### src/rtl/writeback_pkg.sv
// Writeback encodings, buffered entry layout and load-lane extraction.
// Entry fields are sized for the widest supported datapath; narrower instances zero-extend on push and truncate on read.
package writeback_pkg;

    localparam int MAX_DATA_W = 256;
    localparam int MAX_REG_AW = 8;
    localparam int MAX_OFF_W  = 5;

    typedef enum logic [1:0] {
        OP_NOP = 2'b00,
        OP_ALU = 2'b01,
        OP_CMP = 2'b10,
        OP_LD  = 2'b11
    } op_e;

    typedef enum logic [1:0] {
        LD_WORD = 2'b00,
        LD_HALF = 2'b01,
        LD_BYTE = 2'b10,
        LD_RSVD = 2'b11
    } ld_size_e;

    typedef struct packed {
        op_e                   op;
        logic [MAX_REG_AW-1:0] rd;
        logic [MAX_DATA_W-1:0] val;
        logic [MAX_DATA_W-1:0] cpsr;
    } entry_t;

    // Halves are aligned: the low offset bit never selects a lane.
    function automatic logic [MAX_DATA_W-1:0] ld_extract(
        input logic [MAX_DATA_W-1:0] word,
        input ld_size_e              size,
        input logic                  sgn,
        input logic [MAX_OFF_W-1:0]  off
    );
        logic [15:0] half;
        logic [7:0]  byt;
        half = word[{off[MAX_OFF_W-1:1], 4'b0000} +: 16];
        byt  = word[{off, 3'b000} +: 8];
        case (size)
            LD_HALF: ld_extract = {{(MAX_DATA_W-16){sgn & half[15]}}, half};
            LD_BYTE: ld_extract = {{(MAX_DATA_W-8){sgn & byt[7]}}, byt};
            default: ld_extract = word;
        endcase
    endfunction

endpackage

### src/rtl/wb_skid_fifo.sv
// Small in-order entry buffer exposing every slot for hazard lookup; head visible one cycle after push.
// push_rdy is plain not-full (low during reset), so a same-cycle pop never frees a slot early.
module wb_skid_fifo #(
    parameter int  DEPTH   = 2,
    parameter type entry_t = logic [7:0]
) (
    input  logic                 clk,
    input  logic                 reset,
    input  logic                 push_vld,
    output logic                 push_rdy,
    input  entry_t               push_dat,
    input  logic                 pop_rdy,
    output logic                 head_vld,
    output entry_t               head_dat,
    output logic   [DEPTH-1:0]   ent_vld,
    output entry_t [DEPTH-1:0]   ent_dat
);

    localparam int PW = $clog2(DEPTH);

    logic [PW-1:0]      wr_ptr;
    logic [PW-1:0]      rd_ptr;
    logic [PW:0]        count;
    logic [DEPTH-1:0]   vld;
    entry_t [DEPTH-1:0] mem;
    logic               do_push;
    logic               do_pop;
    logic [DEPTH-1:0]   push_mask;
    logic [DEPTH-1:0]   pop_mask;

    assign push_rdy  = (count != (PW+1)'(DEPTH)) && !reset;
    assign head_vld  = vld[rd_ptr];
    assign head_dat  = mem[rd_ptr];
    assign ent_vld   = vld;
    assign ent_dat   = mem;
    assign do_push   = push_vld && push_rdy;
    assign do_pop    = pop_rdy && head_vld;
    assign push_mask = do_push ? (DEPTH'(1) << wr_ptr) : '0;
    assign pop_mask  = do_pop  ? (DEPTH'(1) << rd_ptr) : '0;

    always_ff @(posedge clk) begin
        if (reset) begin
            wr_ptr <= '0;
            rd_ptr <= '0;
            count  <= '0;
            vld    <= '0;
        end else begin
            if (do_push) begin
                mem[wr_ptr] <= push_dat;
                wr_ptr      <= wr_ptr + PW'(1);
            end
            if (do_pop) begin
                rd_ptr <= rd_ptr + PW'(1);
            end
            if (do_push && !do_pop) begin
                count <= count + (PW+1)'(1);
            end else if (!do_push && do_pop) begin
                count <= count - (PW+1)'(1);
            end
            vld <= (vld & ~pop_mask) | push_mask;
        end
    end

endmodule

### src/rtl/writeback_pipe.sv
// Writeback stage: buffers memory-stage results, extracts loads at push, drives RF/CPSR write ports from the head.
// Outputs are combinational from the head (entry visible the cycle after push); rf_ready low stalls the head, in_ready = not-full.
module writeback_pipe
    import writeback_pkg::*;
#(
    parameter int DATA_W = 32,
    parameter int REG_AW = 4,
    parameter int DEPTH  = 2,
    parameter int CNT_W  = 16
) (
    input  logic                          clk,
    input  logic                          reset,
    input  logic                          in_valid,
    output logic                          in_ready,
    input  logic [1:0]                    op_sel,
    input  logic [REG_AW-1:0]             rd_num_passthrough,
    input  logic [DATA_W-1:0]             result,
    input  logic [DATA_W-1:0]             cpsr_passthrough,
    input  logic [DATA_W-1:0]             dmem_val_passthrough,
    input  logic [1:0]                    ld_size,
    input  logic                          ld_signed,
    input  logic [$clog2(DATA_W/8)-1:0]   byte_off,
    input  logic                          rf_ready,
    output logic [REG_AW-1:0]             rd_num,
    output logic                          rd_write_en,
    output logic [DATA_W-1:0]             rd_val,
    output logic                          cpsr_write_en,
    output logic [DATA_W-1:0]             cpsr_out,
    input  logic [REG_AW-1:0]             chk_num,
    output logic                          chk_hit,
    output logic [CNT_W-1:0]              retired_count
);

    op_e                in_op;
    entry_t             push_ent;
    logic               head_vld;
    entry_t             head_dat;
    logic [DEPTH-1:0]   ent_vld;
    entry_t [DEPTH-1:0] ent_dat;
    logic               head_writes_rd;
    logic               unused_bits;

    assign in_op = op_e'(op_sel);

    // Only the field the op will consume is captured; the rest stay zero.
    always_comb begin
        push_ent    = '0;
        push_ent.op = in_op;
        push_ent.rd = MAX_REG_AW'(rd_num_passthrough);
        case (in_op)
            OP_ALU:  push_ent.val  = MAX_DATA_W'(result);
            OP_LD:   push_ent.val  = ld_extract(MAX_DATA_W'(dmem_val_passthrough),
                                                ld_size_e'(ld_size), ld_signed,
                                                MAX_OFF_W'(byte_off));
            OP_CMP:  push_ent.cpsr = MAX_DATA_W'(cpsr_passthrough);
            default: ;
        endcase
    end

    wb_skid_fifo #(
        .DEPTH   (DEPTH),
        .entry_t (entry_t)
    ) u_fifo (
        .clk      (clk),
        .reset    (reset),
        .push_vld (in_valid),
        .push_rdy (in_ready),
        .push_dat (push_ent),
        .pop_rdy  (rf_ready),
        .head_vld (head_vld),
        .head_dat (head_dat),
        .ent_vld  (ent_vld),
        .ent_dat  (ent_dat)
    );

    assign head_writes_rd = head_vld && (head_dat.op == OP_ALU || head_dat.op == OP_LD);
    assign rd_write_en    = head_writes_rd && rf_ready;
    assign cpsr_write_en  = head_vld && (head_dat.op == OP_CMP) && rf_ready;
    assign rd_num         = head_vld ? head_dat.rd[REG_AW-1:0]     : '0;
    assign rd_val         = head_vld ? head_dat.val[DATA_W-1:0]    : '0;
    assign cpsr_out       = head_vld ? head_dat.cpsr[DATA_W-1:0]   : '0;
    assign unused_bits    = ^{head_dat, ent_dat};

    always_comb begin
        chk_hit = 1'b0;
        for (int i = 0; i < DEPTH; i++) begin
            if (ent_vld[i] && (ent_dat[i].op == OP_ALU || ent_dat[i].op == OP_LD) &&
                ent_dat[i].rd == MAX_REG_AW'(chk_num)) begin
                chk_hit = 1'b1;
            end
        end
    end

    always_ff @(posedge clk) begin
        if (reset) begin
            retired_count <= '0;
        end else if (rd_write_en || cpsr_write_en) begin
            retired_count <= retired_count + CNT_W'(1);
        end
    end

endmodule

### config.mk
export PLATFORM = sky130hd
export DESIGN_NAME = writeback_pipe
export DESIGN_NICKNAME = d
export VERILOG_FILES = /design/src/rtl/writeback_pkg.sv /design/src/rtl/wb_skid_fifo.sv /design/src/rtl/writeback_pipe.sv
export SDC_FILE = /design/constraint.sdc
export NUM_CORES = 1
export LEC_CHECK = 0
export ABC_AREA = 1
export BUFFER_PORTS_ARGS = -buffer_cell sky130_fd_sc_hd__buf_2
export CAP_MARGIN = 10
export CORE_MARGIN = 1
export CORE_UTILIZATION = 40
export CTS_BUF_LIST = sky130_fd_sc_hd__clkbuf_8
export DETAILED_ROUTE_END_ITERATION = 6
export PLACE_DENSITY = 0.65
export SLEW_MARGIN = 40
export SYNTH_ARGS = -nofsm -noshare
export SYNTH_HDL_FRONTEND = slang
export SYNTH_SLANG_ARGS = --single-unit
### constraint.sdc
create_clock -name clk -period 4.3 [get_ports clk]
set_input_delay 0.43 -clock clk [delete_from_list [all_inputs] [get_ports clk]]
set_output_delay 0.43 -clock clk [all_outputs]
set_load 0.05 [all_outputs]
==> flow_summary.json <==
{
  "viasPerCell": 4.72,
  "endpoint": "cpsr_out[30]",
  "cts_max_level": 4,
  "syn-cell-area_um2": 8270,
  "die_h_um": 146,
  "initial_core_util_pct": 40.9,
  "ff2ff_path_depth": 6,
  "cts-buffers-inserted": 17,
  "ys_ff_latch": 162,
  "yosysMostFrequentCell": "nand2_1",
  "rsz0062_at_grt": "false",
  "startpoint_type": "flip-flop",
  "synthTopCellsByArea": "edfxtp_1, nand2_1, inv_1",
  "synth_edf_count": 140,
  "p_sw_share_pct": 30.4,
  "drt_iter0_drc": 466,
  "grt_max_degree": 72,
  "clkLatencyLatePin_ns": 0.45,
  "die_w_um": 146,
  "status": "complete, no violations",
  "p_sw_mw": 1.06,
  "crit_type": "flip-flop to output pin",
  "drive_gt1_share_pct": 21.0,
  "grt_pass1_wl_mm": 33.1,
  "tightestPinTransition_ns": 0.802,
  "routedWlPerCell_um": 13.7,
  "power_density_nw_per_um2": 349,
  "post-route-drc-count": 0,
  "hpwl_mm": 14.3,
  "r2r-start": "u_fifo.rd_ptr$_SDFFE_PP0P_",
  "dr.pass1.iters": 5,
  "clock-sinks": 162,
  "cp.required_ns": 3.87,
  "slew_headroom_pct": 46.5,
  "gp_congestion": 0.875,
  "io_pins": 203,
  "placementRows": 52,
  "synth_seq_area_share_pct": 56.1,
  "p_seq_share_pct": 51.9,
  "syn_nets": 1161,
  "final.setup_skew_ns": 0.0195,
  "setup_ws_ns": 0.868,
  "power_leakage_nw": 5.11,
  "final_nets": 1347,
  "fin_crit_ns": 3.43,
  "cap_viol_max_count": 0,
  "final_area_um2": 9940,
  "syn-instance-count": 1042,
  "vdd_ir_drop_max_uv": 151,
  "period_share_pct": 79.8,
  "cp.arrival_ns": 3.00,
  "ys.flop_type": "edfxtp_1",
  "synthArstFlopShare_pct": 0,
  "syn_avg_cell_area_um2": 7.94,
  "max_freq_mhz": 291,
  "internal_power_mw": 2.42,
  "utilization_pct": 49.1,
  "crit_start": "u_fifo.rd_ptr$_SDFFE_PP0P_",
  "area_growth_pct": 20.2,
  "post-place-ws_ns": 1.48,
  "power_mw": 3.47,
  "rrSetupSlack_ns": 1.48,
  "dieArea_um2": 21300,
  "r2r_end": "retired_count[0]$_SDFFE_PP0P_",
  "yosysTopAreaCell": "edfxtp_1",
  "grt_usage_pct": 20.0,
  "antenna_found_initial": 0,
  "report.final.slew_viol_count": 0,
  "core-area_um2": 20200,
  "clock_power_share_pct": 31.0,
  "cp-end-kind": "output pin",
  "setup_viol": 0,
  "clk_pin_slew_ns": 0.10,
  "synth_top_area_share_pct": 50.8,
  "comb_power_share_pct": 17.1,
  "synth_common_cells": "nand2_1, inv_1, edfxtp_1",
  "postCtsHoldBufs": 0,
  "hold_violations": 0,
  "cts_resized": 0,
  "place_area_um2": 9560,
  "cts_tree": "done",
  "routed_wl_mm": 20.8,
  "grt_pass1_vias": 6588,
  "ant_nets": 0,
  "critPathMaxFanout": 44,
  "io_buffers": 202,
  "cts_setup_buffers": 0,
  "root_buffer": "clkbuf_8",
  "clk_path_buf_depth": 2,
  "yosys_warnings": 0,
  "vias": 7131,
  "holdCritPathClass": "primary input to flip-flop",
  "grt-ovfl-total": 0,
  "synth_cell_types": 29
}
-- critical path, cell delays in order, from the launching register on --
cell and delay [ns]:
dfxtp_2 0.83, clkinv_2 0.79, buf_4 0.45, nand2_1 0.08
nand2_1 0.05, nand2_1 0.06, inv_1 0.06, buf_2 0.20
-- cell families (layout without fill, tap and decap cells) --
family,count (synthesis),in the layout,synth area share [%]
and+or+nand+nor,595,595,28.1
AOI/OAI and AO/OA,81,81,5.31
buffers and inverters,193,391,9.08
DFF,162,162,56.1
other,0,1,0
xor gates and xnor gates,7,7,0.741
adders and majority gates,4,4,0.605
-- power groups by stage --
stage | logic [mW] | registers (mW) | clock network, mW
final | 0.593 | 1.80 | 1.08
after global routing | 0.654 | 1.81 | 1.18
after CTS | 0.599 | 1.80 | 1.11
after detailed placement | 0.597 | 1.84 | 0
after global placement | 0.588 | 1.84 | 0
after floorplan | 0.403 | 1.84 | 0
-- layout make-up --
| class | count | area (µm²) |
|---|---|---|
| well taps | 270 | 338 |
| clock inverters | 14 | 146 |
| multi-input cells | 687 | 2900 |
| clock buffers | 17 | 234 |
| inverters | 148 | 557 |
| diodes | 1 | 2.50 |
| repair buffers | 212 | 1120 |
| fillers | 1984 | 10300 |
| flip-flops and latches | 162 | 4650 |
-- per-stage QoR --
step / std cells / hold WS [ns] / TNS, ns
final: 1511 / 0.179 / 0
after global routing: 1510 / 0.131 / 0
after CTS: 1510 / 0.139 / 0
after detailed placement: 1479 / 0.457 / 0
after global placement: 1478 / 0.452 / 0
after floorplan: 1042 / 0.439 / -121.14
-- registers in the layout, summed over array words and instances (netlist names) --
name / count
u_fifo.rd_ptr: 1
u_fifo.ent_vld: 2
u_fifo.wr_ptr: 1
u_fifo.ent_dat: 140
u_fifo.count: 2
retired_count: 16
-- routing by layer --
layer	global-route usage [%]	part of all wire [%]	vias up
li1	-	-	3612
met1	25.8	44	3250
met2	34.3	49	250
met3	3.79	5.9	19
met4	5.42	0.96	0
met5	0	0	-
-- cells in the final DEF, fill, tap and decap left out, drive strengths merged --
cell type	n
xor2	4
o221ai	1
ha	4
edfxtp	140
o22ai	1
dfxtp	22
diode	1
nand4	7
clkbuf	17
nand3	29
inv	155
a21oi	45
o211ai	4
nor2	99
nor3b	1
xnor2	3
nand2	459
buf	212
clkinv	5
clkinvlp	1
bufinv	1
o21ai	30
-- how the worst min path moves through the flow --
stage                            startpoint                            end  slack, ns  cells after the start
4_1_cts               rd_num_passthrough[1]  u_fifo.ent_dat[513]$_DFFE_PP_       0.14                      1
3_3_place_gp   u_fifo.ent_vld[0]$_SDFF_PP0_   u_fifo.ent_vld[0]$_SDFF_PP0_       0.45                      2
3_5_place_dp   u_fifo.ent_vld[0]$_SDFF_PP0_   u_fifo.ent_vld[0]$_SDFF_PP0_       0.46                      2
2_1_floorplan  u_fifo.count[1]$_SDFFE_PP0P_   u_fifo.count[1]$_SDFFE_PP0P_       0.44                      2
6_report              rd_num_passthrough[1]  u_fifo.ent_dat[513]$_DFFE_PP_       0.18                      1
5_1_grt               rd_num_passthrough[1]  u_fifo.ent_dat[513]$_DFFE_PP_       0.13                      1
(Power assumes the default switching activity.)
